## src/rtl/uart_transceiver.sv

```systemverilog
// rtl/uart_transceiver.sv - full-duplex 8N1 UART with valid/ready byte ports
module uart_transceiver #(
    parameter int CLOCK_FREQ = 125_000_000,
    parameter int BAUD_RATE  = 115_200
) (
    input  logic       clk,
    input  logic       reset,
    input  logic [7:0] data_in,
    input  logic       data_in_valid,
    output logic       data_in_ready,
    output logic [7:0] data_out,
    output logic       data_out_valid,
    input  logic       data_out_ready,
    input  logic       serial_in,
    output logic       serial_out
);
    localparam int SYMBOL_EDGE_TIME = CLOCK_FREQ / BAUD_RATE;
    localparam int SAMPLE_TIME      = SYMBOL_EDGE_TIME / 2;
    localparam int CW               = $clog2(SYMBOL_EDGE_TIME);
    localparam logic [CW-1:0] SYM_LAST = CW'(SYMBOL_EDGE_TIME - 1);
    localparam logic [CW-1:0] MID_LAST = CW'(SAMPLE_TIME - 1);

    // ---------------- transmitter ----------------
    logic          tx_active;
    logic [8:0]    tx_shift;
    logic [3:0]    tx_bit_cnt;
    logic [CW-1:0] tx_clk_cnt;

    always_ff @(posedge clk) begin
        if (!reset) begin
            serial_out    <= 1'b1;
            data_in_ready <= 1'b0;
            tx_active     <= 1'b0;
            tx_shift      <= '0;
            tx_bit_cnt    <= '0;
            tx_clk_cnt    <= '0;
        end else if (!tx_active) begin
            if (data_in_ready && data_in_valid) begin
                // start bit goes out immediately; stop bit rides in tx_shift[8]
                tx_active     <= 1'b1;
                data_in_ready <= 1'b0;
                serial_out    <= 1'b0;
                tx_shift      <= {1'b1, data_in};
                tx_bit_cnt    <= '0;
                tx_clk_cnt    <= '0;
            end else begin
                data_in_ready <= 1'b1;
            end
        end else if (tx_clk_cnt == SYM_LAST) begin
            tx_clk_cnt <= '0;
            if (tx_bit_cnt == 4'd9) begin
                tx_active     <= 1'b0;
                data_in_ready <= 1'b1;
                serial_out    <= 1'b1;
            end else begin
                tx_bit_cnt <= tx_bit_cnt + 4'd1;
                serial_out <= tx_shift[0];
                tx_shift   <= {1'b1, tx_shift[8:1]};
            end
        end else begin
            tx_clk_cnt <= tx_clk_cnt + CW'(1);
        end
    end

    // ---------------- receiver ----------------
    typedef enum logic [1:0] {RX_IDLE, RX_START, RX_DATA, RX_STOP} rx_state_t;

    rx_state_t     rx_state;
    rx_state_t     rx_state_next;
    logic          rx_sync1;
    logic          rx_line;
    logic [CW-1:0] rx_clk_cnt;
    logic [2:0]    rx_bit_cnt;
    logic [7:0]    rx_shift;
    logic          rx_mid;
    logic          rx_done;

    always_comb begin
        rx_state_next = rx_state;
        rx_done       = 1'b0;
        // start bit is checked half a symbol in; every later sample is one symbol on
        rx_mid = (rx_state == RX_START) ? (rx_clk_cnt == MID_LAST) : (rx_clk_cnt == SYM_LAST);
        case (rx_state)
            RX_IDLE:  if (!rx_line) rx_state_next = RX_START;
            RX_START: if (rx_mid) rx_state_next = rx_line ? RX_IDLE : RX_DATA;
            RX_DATA:  if (rx_mid && rx_bit_cnt == 3'd7) rx_state_next = RX_STOP;
            RX_STOP: begin
                if (rx_mid) begin
                    rx_state_next = RX_IDLE;
                    rx_done       = rx_line;
                end
            end
            default:  rx_state_next = RX_IDLE;
        endcase
    end

    always_ff @(posedge clk) begin
        if (!reset) begin
            rx_sync1       <= 1'b1;
            rx_line        <= 1'b1;
            rx_state       <= RX_IDLE;
            rx_clk_cnt     <= '0;
            rx_bit_cnt     <= '0;
            rx_shift       <= '0;
            data_out       <= '0;
            data_out_valid <= 1'b0;
        end else begin
            rx_sync1 <= serial_in;
            rx_line  <= rx_sync1;
            rx_state <= rx_state_next;

            if (rx_state == RX_IDLE || rx_mid) rx_clk_cnt <= '0;
            else                               rx_clk_cnt <= rx_clk_cnt + CW'(1);

            if (rx_state != RX_DATA) begin
                rx_bit_cnt <= '0;
            end else if (rx_mid) begin
                rx_bit_cnt <= rx_bit_cnt + 3'd1;
                rx_shift   <= {rx_line, rx_shift[7:1]};
            end

            // a fresh byte beats a simultaneous consume and overwrites an unread one
            if (rx_done) begin
                data_out       <= rx_shift;
                data_out_valid <= 1'b1;
            end else if (data_out_valid && data_out_ready) begin
                data_out_valid <= 1'b0;
            end
        end
    end
endmodule

```

## config.mk

```make
export PLATFORM = sky130hd
export DESIGN_NAME = uart_transceiver
export DESIGN_NICKNAME = d
export VERILOG_FILES = /design/src/rtl/uart_transceiver.sv
export SDC_FILE = /design/constraint.sdc
export NUM_CORES = 1
export LEC_CHECK = 0
export ABC_AREA = 1
export BUFFER_PORTS_ARGS = -buffer_cell sky130_fd_sc_hd__buf_4
export CAP_MARGIN = 20
export CELL_PAD_IN_SITES_DETAIL_PLACEMENT = 1
export CELL_PAD_IN_SITES_GLOBAL_PLACEMENT = 2
export CORE_UTILIZATION = 33
export CTS_CLUSTER_DIAMETER = 40
export DETAILED_ROUTE_END_ITERATION = 8
export HOLD_SLACK_MARGIN = 0.1
export PLACE_DENSITY_LB_ADDON = 0.1
export REMOVE_ABC_BUFFERS = 1
export SYNTH_ARGS = -nofsm -noshare
export SYNTH_HDL_FRONTEND = slang
export SYNTH_SLANG_ARGS = --single-unit
```

## constraint.sdc

```tcl
create_clock -name clk -period 1.65 [get_ports clk]
set_input_delay 0.4125 -clock clk [delete_from_list [all_inputs] [get_ports clk]]
set_output_delay 0.4125 -clock clk [all_outputs]
set_load 0.01 [all_outputs]
```

# ---- Word level (Yosys, flattened, before mapping)
# Cells that the tools add are included.
dict set report op_classes {
  add_sub_neg 4
  multipliers 0
  n_div 0
  order_cmp 0
  n_eq_ne 16
  shift 0
  muxes 34
  n_bitwise 2
  n_reduce_logical 14
}
# cell count
set op_table {}
lappend op_table {{9-bit 2-to-1 mux} 4}
lappend op_table {{11-bit 2-to-1 mux} 3}
lappend op_table {{11-bit by 1-bit adder with 11-bit output (second input constant)} 2}
lappend op_table {{11-bit == test (second input constant)} 2}
lappend op_table {{1-bit 2-to-1 mux} 17}
lappend op_table {{4-bit 2-to-1 mux} 4}
lappend op_table {{2-bit != test (second input constant)} 6}
lappend op_table {{11-bit by 10-bit == test with 1-bit output (second input constant)} 1}
lappend op_table {{2-bit 2-to-1 mux} 5}
lappend op_table {{2-bit one-hot mux with 4 select lines} 1}
lappend op_table {{2-bit AND reduction} 3}
lappend op_table {{4-bit by 1-bit adder with 4-bit output (second input constant)} 1}
lappend op_table {{2-bit == test (second input constant)} 2}
lappend op_table {{4-bit == test (second input constant)} 1}
lappend op_table {{2-bit by 1-bit != test with 1-bit output (second input constant)} 2}
lappend op_table {{4-bit AND reduction} 1}
lappend op_table {{2-bit nonzero test} 2}
lappend op_table {{2-bit OR reduction} 2}
lappend op_table {{3-bit by 1-bit adder with 3-bit output (second input constant)} 1}
lappend op_table {{3-bit == test (second input constant)} 1}
lappend op_table {{1-bit logical AND} 3}
lappend op_table {{3-bit AND reduction} 1}
lappend op_table {{2-bit by 1-bit == test with 1-bit output (second input constant)} 1}
lappend op_table {{2-bit logical NOT} 1}
lappend op_table {{2 further kinds} 3}
dict set report totals {
  regBits 62
  latchBits 0
  ramBits 0
  mem_bits_ro 0
  input_bits 13
  out_inout_bits 11
  elab_cells 84
  mem_count 0
}

# ---- Depth between registers and ports, before layout
dict set report logic_depth {
  ltp_word 5
  mapped_depth 10
  mapped_depth_nobuf 9
}

# ---- Worst setup path before layout
# Ideal clock, no wire load.
dict set report synth_path {
  path_type {register to register}
  from {register tx_clk_cnt[0]}
  to {register tx_shift[0]}
  setup_ns 0.113
  t_arrival_ns 1.338
  required_ns 1.537
  slack_ns 0.199
  stages_incl_launch_ff 9
  n_path_buf 1
  period_less_slack_ns 1.451
  cell_sequence {dfxtp_1 > inv_1 > ha_1 > nand4_4 > o21ai_4 > nand2_4 > buf_6 > o21ai_1 > nor2_1}
}
dict set report synth_via {
  elab_chain_cells 3
}
# element line_no
set synth_lines {}
lappend synth_lines {{from (decl)} 27} ;# logic [CW-1:0] tx_clk_cnt;
lappend synth_lines {{from (signal assigned)} 61} ;# tx_clk_cnt <= tx_clk_cnt + CW'(1);
lappend synth_lines {{11-bit == test} 49} ;# end else if (tx_clk_cnt == SYM_LAST) begin
lappend synth_lines {{2-bit by 1-bit != test with 1-bit output (no source line)} --}
lappend synth_lines {{3-bit AND reduction (no source line)} --}
lappend synth_lines {{to (signal assigned)} 43} ;# tx_shift <= {1'b1, data_in};
lappend synth_lines {{to (signal assigned)} 58} ;# tx_shift <= {1'b1, tx_shift[8:1]};
lappend synth_lines {{to (decl)} 25} ;# logic [8:0] tx_shift;
# Every way passes these cells.
# A chain may end at the register's enable or synchronous reset.

# ---- Worst setup path after layout
dict set report layout_path {
  from {register tx_clk_cnt[0]}
  to {register tx_clk_cnt[8]}
}
dict set report layout_via {
  elab_chain_cells 3
  word_cells_on_any_way 4
  classes_between {add/sub: 1; eq/ne: 1; mux: 2}
}
# element line_no
set layout_lines {}
lappend layout_lines {{11-bit by 1-bit adder with 11-bit output / 11-bit == test (equally long branches)} {61, 49}}
lappend layout_lines {{11-bit 2-to-1 mux *} 49}
lappend layout_lines {{11-bit 2-to-1 mux *} 37} ;# end else if (!tx_active) begin
# Every way passes the cells marked *; elsewhere a longest branch is shown, timed or not.

==> flow_summary_export.csv <==
group,metric,value,unit
run_status,status,"finished clean",
grt,track_usage,0.165,
timing,worst_pin_slew,0.351,ns
layout,final_cells,563,
floorplanning,start_util,0.347,
timing,hold_viol,0,
clock_tree,path_clk_slew,0.08,ns
worst_setup_path,crit_path_end_kind,"flop",
timing,slew_headroom,0.766,
worst_setup_path,crit_type,"flop to flop",
clock_tree,cts-root-buf,"clkbuf_8",
route,wl_per_cell,12.4,um
worst_setup_path,arrival,1.80,ns
clock_tree,tritoncts,"built",
synth,synthCells,411,
timing,timing.final.crit_share,0.914,
floorplanning,io_pins,24,
hold_path,hold_class,"primary input to flop",
timing,fin_crit,1.51,ns
worst_setup_path,cp-start-kind,"flop",
synth,syn_avg_cell_area,7.08,um2
timing,tns,0,ns
synth,syn_area,2910,um2
pwr,p_leak,1.55,nW
route,dr.pass1.iters,4,
route,drt_iter0_drc,40,
route,drc_errors,0,
layout,final_nets,473,
floorplanning,die_w,95.9,um
clock_tree,cts_buffer_depth,2,
pwr,peakVddDrop,0.437,mV
synth,yosysUniqueCellTypes,32,
place,io_buffers,23,
grt,grt_remaining_overflow,0,
timing,fmaxAchievable,0.663,GHz
route,viasPerCell,4.74,
timing,setup_viol,0,
floorplanning,die_h,95.9,um
timing,drv_slew,0,
layout,fill_cells,1069,
clock_tree,clock_latency,0.35,ns
grt,antenna_found_initial,0,
grt,grt_pass1_wl,11400,um
timing,grt_setup_unrepaired,"no",
clock_tree,numClockSinks,62,
grt,grt_max_degree,18,
floorplanning,rows,33,
place,gp_congestion,0.800,
route,routed_wl,6960,um
clock_tree,cts_made_buffers,9,
pwr,finalPower,3.76,mW
synth,ys_seq_area_frac,0.427,
route,dr_total_vias,2667,
floorplanning,die-area,9190,um2
grt,grt_pass1_vias,2497,
place,dp_cells,546,
run,cap_violations,0,
place,hpwl,5010,um
route,ant_nets,0,
synth,ys_ff_latch,62,
timing,clock_skew,0.00720,ns
layout,diodes,0,
floorplanning,core-area,8380,um2
worst_setup_path,cp_max_fo,4,
synth,yosysWarnings,0,
layout,layout-drive-gt1-share,0.175,
layout,syn2layout_area_growth,22.5,%
worst_setup_path,critPathRequiredTime,1.94,ns
pwr,cellPowerDensity,1060,nW/um2
clock_tree,h-tree-depth,3,
-- metal layers --
| metal | global-route usage | vias to the layer above | wire [um] |
|---|---|---|---|
| met5 | 0 | - | 0 |
| met1 | 0.196 | 1244 | 3350 |
| met2 | 0.283 | 18 | 3330 |
| li1 | - | 1395 | - |
| met4 | 0.0709 | 0 | 126 |
| met3 | 0.0403 | 10 | 153 |
-- placed cells by master, fill, tap and decap left out, types with 3 or more instances in the layout --
cell / n
nand2_1: 105
nor2_1: 60
dfxtp_1: 59
inv_1: 44
buf_4: 42
a21oi_1: 30
nand3_1: 21
o21ai_0: 14
o21ai_1: 10
clkbuf_8: 9
xor2_1: 8
nor3_1: 7
ha_1: 7
nand4_1: 5
nand2_2: 3
or2_2: 3
nor2_2: 3
nand3b_1: 3
bufinv_16: 3
dfxtp_2: 3
-- sequential cells by signal, summed over array words and instances, names as in the netlist, named ones only --
register / count
tx_shift: 9
rx_line: 1
rx_state: 1
data_in_ready: 1
rx_shift: 8
serial_out: 1
tx_active: 1
data_out_valid: 1
rx_bit_cnt: 3
tx_clk_cnt: 11
rx_clk_cnt: 11
data_out: 8
tx_bit_cnt: 4
rx_sync1: 1
-- final timing paths --
path	startpoint	endpoint	cells after the start	slack, ns
min reg2reg	rx_sync1	rx_line	1	0.44
max	tx_clk_cnt[0]	tx_clk_cnt[8]	8	0.14
max reg2reg	tx_clk_cnt[0]	tx_clk_cnt[8]	8	0.14
min	serial_in	rx_sync1	2	0.25
-- report_power, final --
part / switching, mW / internal (mW) / total (mW)
Combinational: 0.310 / 0.190 / 0.500
Sequential: 0.0462 / 1.57 / 1.61
Clock: 0.638 / 1.01 / 1.65
-- metrics by stage --
step | instance area, um2 | util | setup slack, ns | hold WS (ns)
global placement | 3300 | 0.393 | 0.0901 | 0.410
finish | 3560 | 0.425 | 0.142 | 0.254
detailed placement | 3300 | 0.393 | 0.0308 | 0.413
floorplan | 2840 | - | 0.0911 | 0.393
CTS | 3540 | 0.422 | 0.0154 | 0.233
global route | 3560 | 0.425 | 0.0109 | 0.236
-- synthesized netlist by cell type --
cell type / count / area, um2
nor2_4: 1 / 11.3
nand2_1: 105 / 394
inv_2: 2 / 7.51
nand4_4: 1 / 21.3
nand3_2: 2 / 20.0
o21a_1: 1 / 7.51
nor3_1: 7 / 35.0
dfxtp_1: 62 / 1240
nand4_2: 1 / 12.5
inv_1: 44 / 165
o21ai_1: 7 / 35.0
nand2_2: 3 / 18.8
a21oi_1: 30 / 150
nor2_1: 62 / 233
buf_2: 1 / 5.00
clkbuf_1: 7 / 26.3
a31oi_1: 1 / 6.26
o21ai_4: 1 / 16.3
o21ai_0: 17 / 85.1
nor3b_1: 1 / 7.51
buf_6: 3 / 33.8
buf_4: 1 / 7.51
o22ai_1: 1 / 6.26
nand3b_1: 3 / 22.5
nand2_4: 1 / 11.3
or2_2: 3 / 18.8
ha_1: 7 / 87.6
o211a_1: 1 / 10.0
nand3_1: 21 / 105
nor2_2: 1 / 6.26
nand4_1: 5 / 31.3
xor2_1: 8 / 70.1
-- worst max-delay path: stages, from the launching register on --
cell,delay (ns)
dfxtp_1,0.39
ha_1,0.18
nand2_1,0.07
nor2_1,0.14
nand2_1,0.11
nor2_2,0.18
nand2_1,0.11
a21oi_1,0.15
o21a_1,0.13
-- kinds of logic (layout without fill, tap and decap cells) --
family | count (synthesis) | in the layout | share of synthesized area
adders and majority gates | 7 | 7 | 0.0301
xor gates and xnor gates | 8 | 8 | 0.0241
AOI/OAI and AO/OA | 59 | 59 | 0.109
and+or+nand+nor | 217 | 217 | 0.326
buffers and inverters | 58 | 105 | 0.0843
DFF | 62 | 62 | 0.427
-- final cells by class --
| type | instances | area (um2) | share of cell area |
|---|---|---|---|
| clock buffers | 9 | 124 | 0.0348 |
| clock inverters | 7 | 121 | 0.0341 |
| inverters | 46 | 178 | 0.0499 |
| multi-input cells | 291 | 1430 | 0.401 |
| flip-flops and latches | 62 | 1240 | 0.349 |
| well taps | 105 | 131 | 0.0369 |
| repair buffers | 43 | 335 | 0.0941 |
-- repair_timing --
item / 4_1_cts / 5_1_grt
buffers inserted: 0 / 1
gates resized for setup: 0 / 10
endpoints found under the setup margin: 0 / 16
hold buffers: 0 / 0
Note: power is estimated with default switching activity, not from simulation.
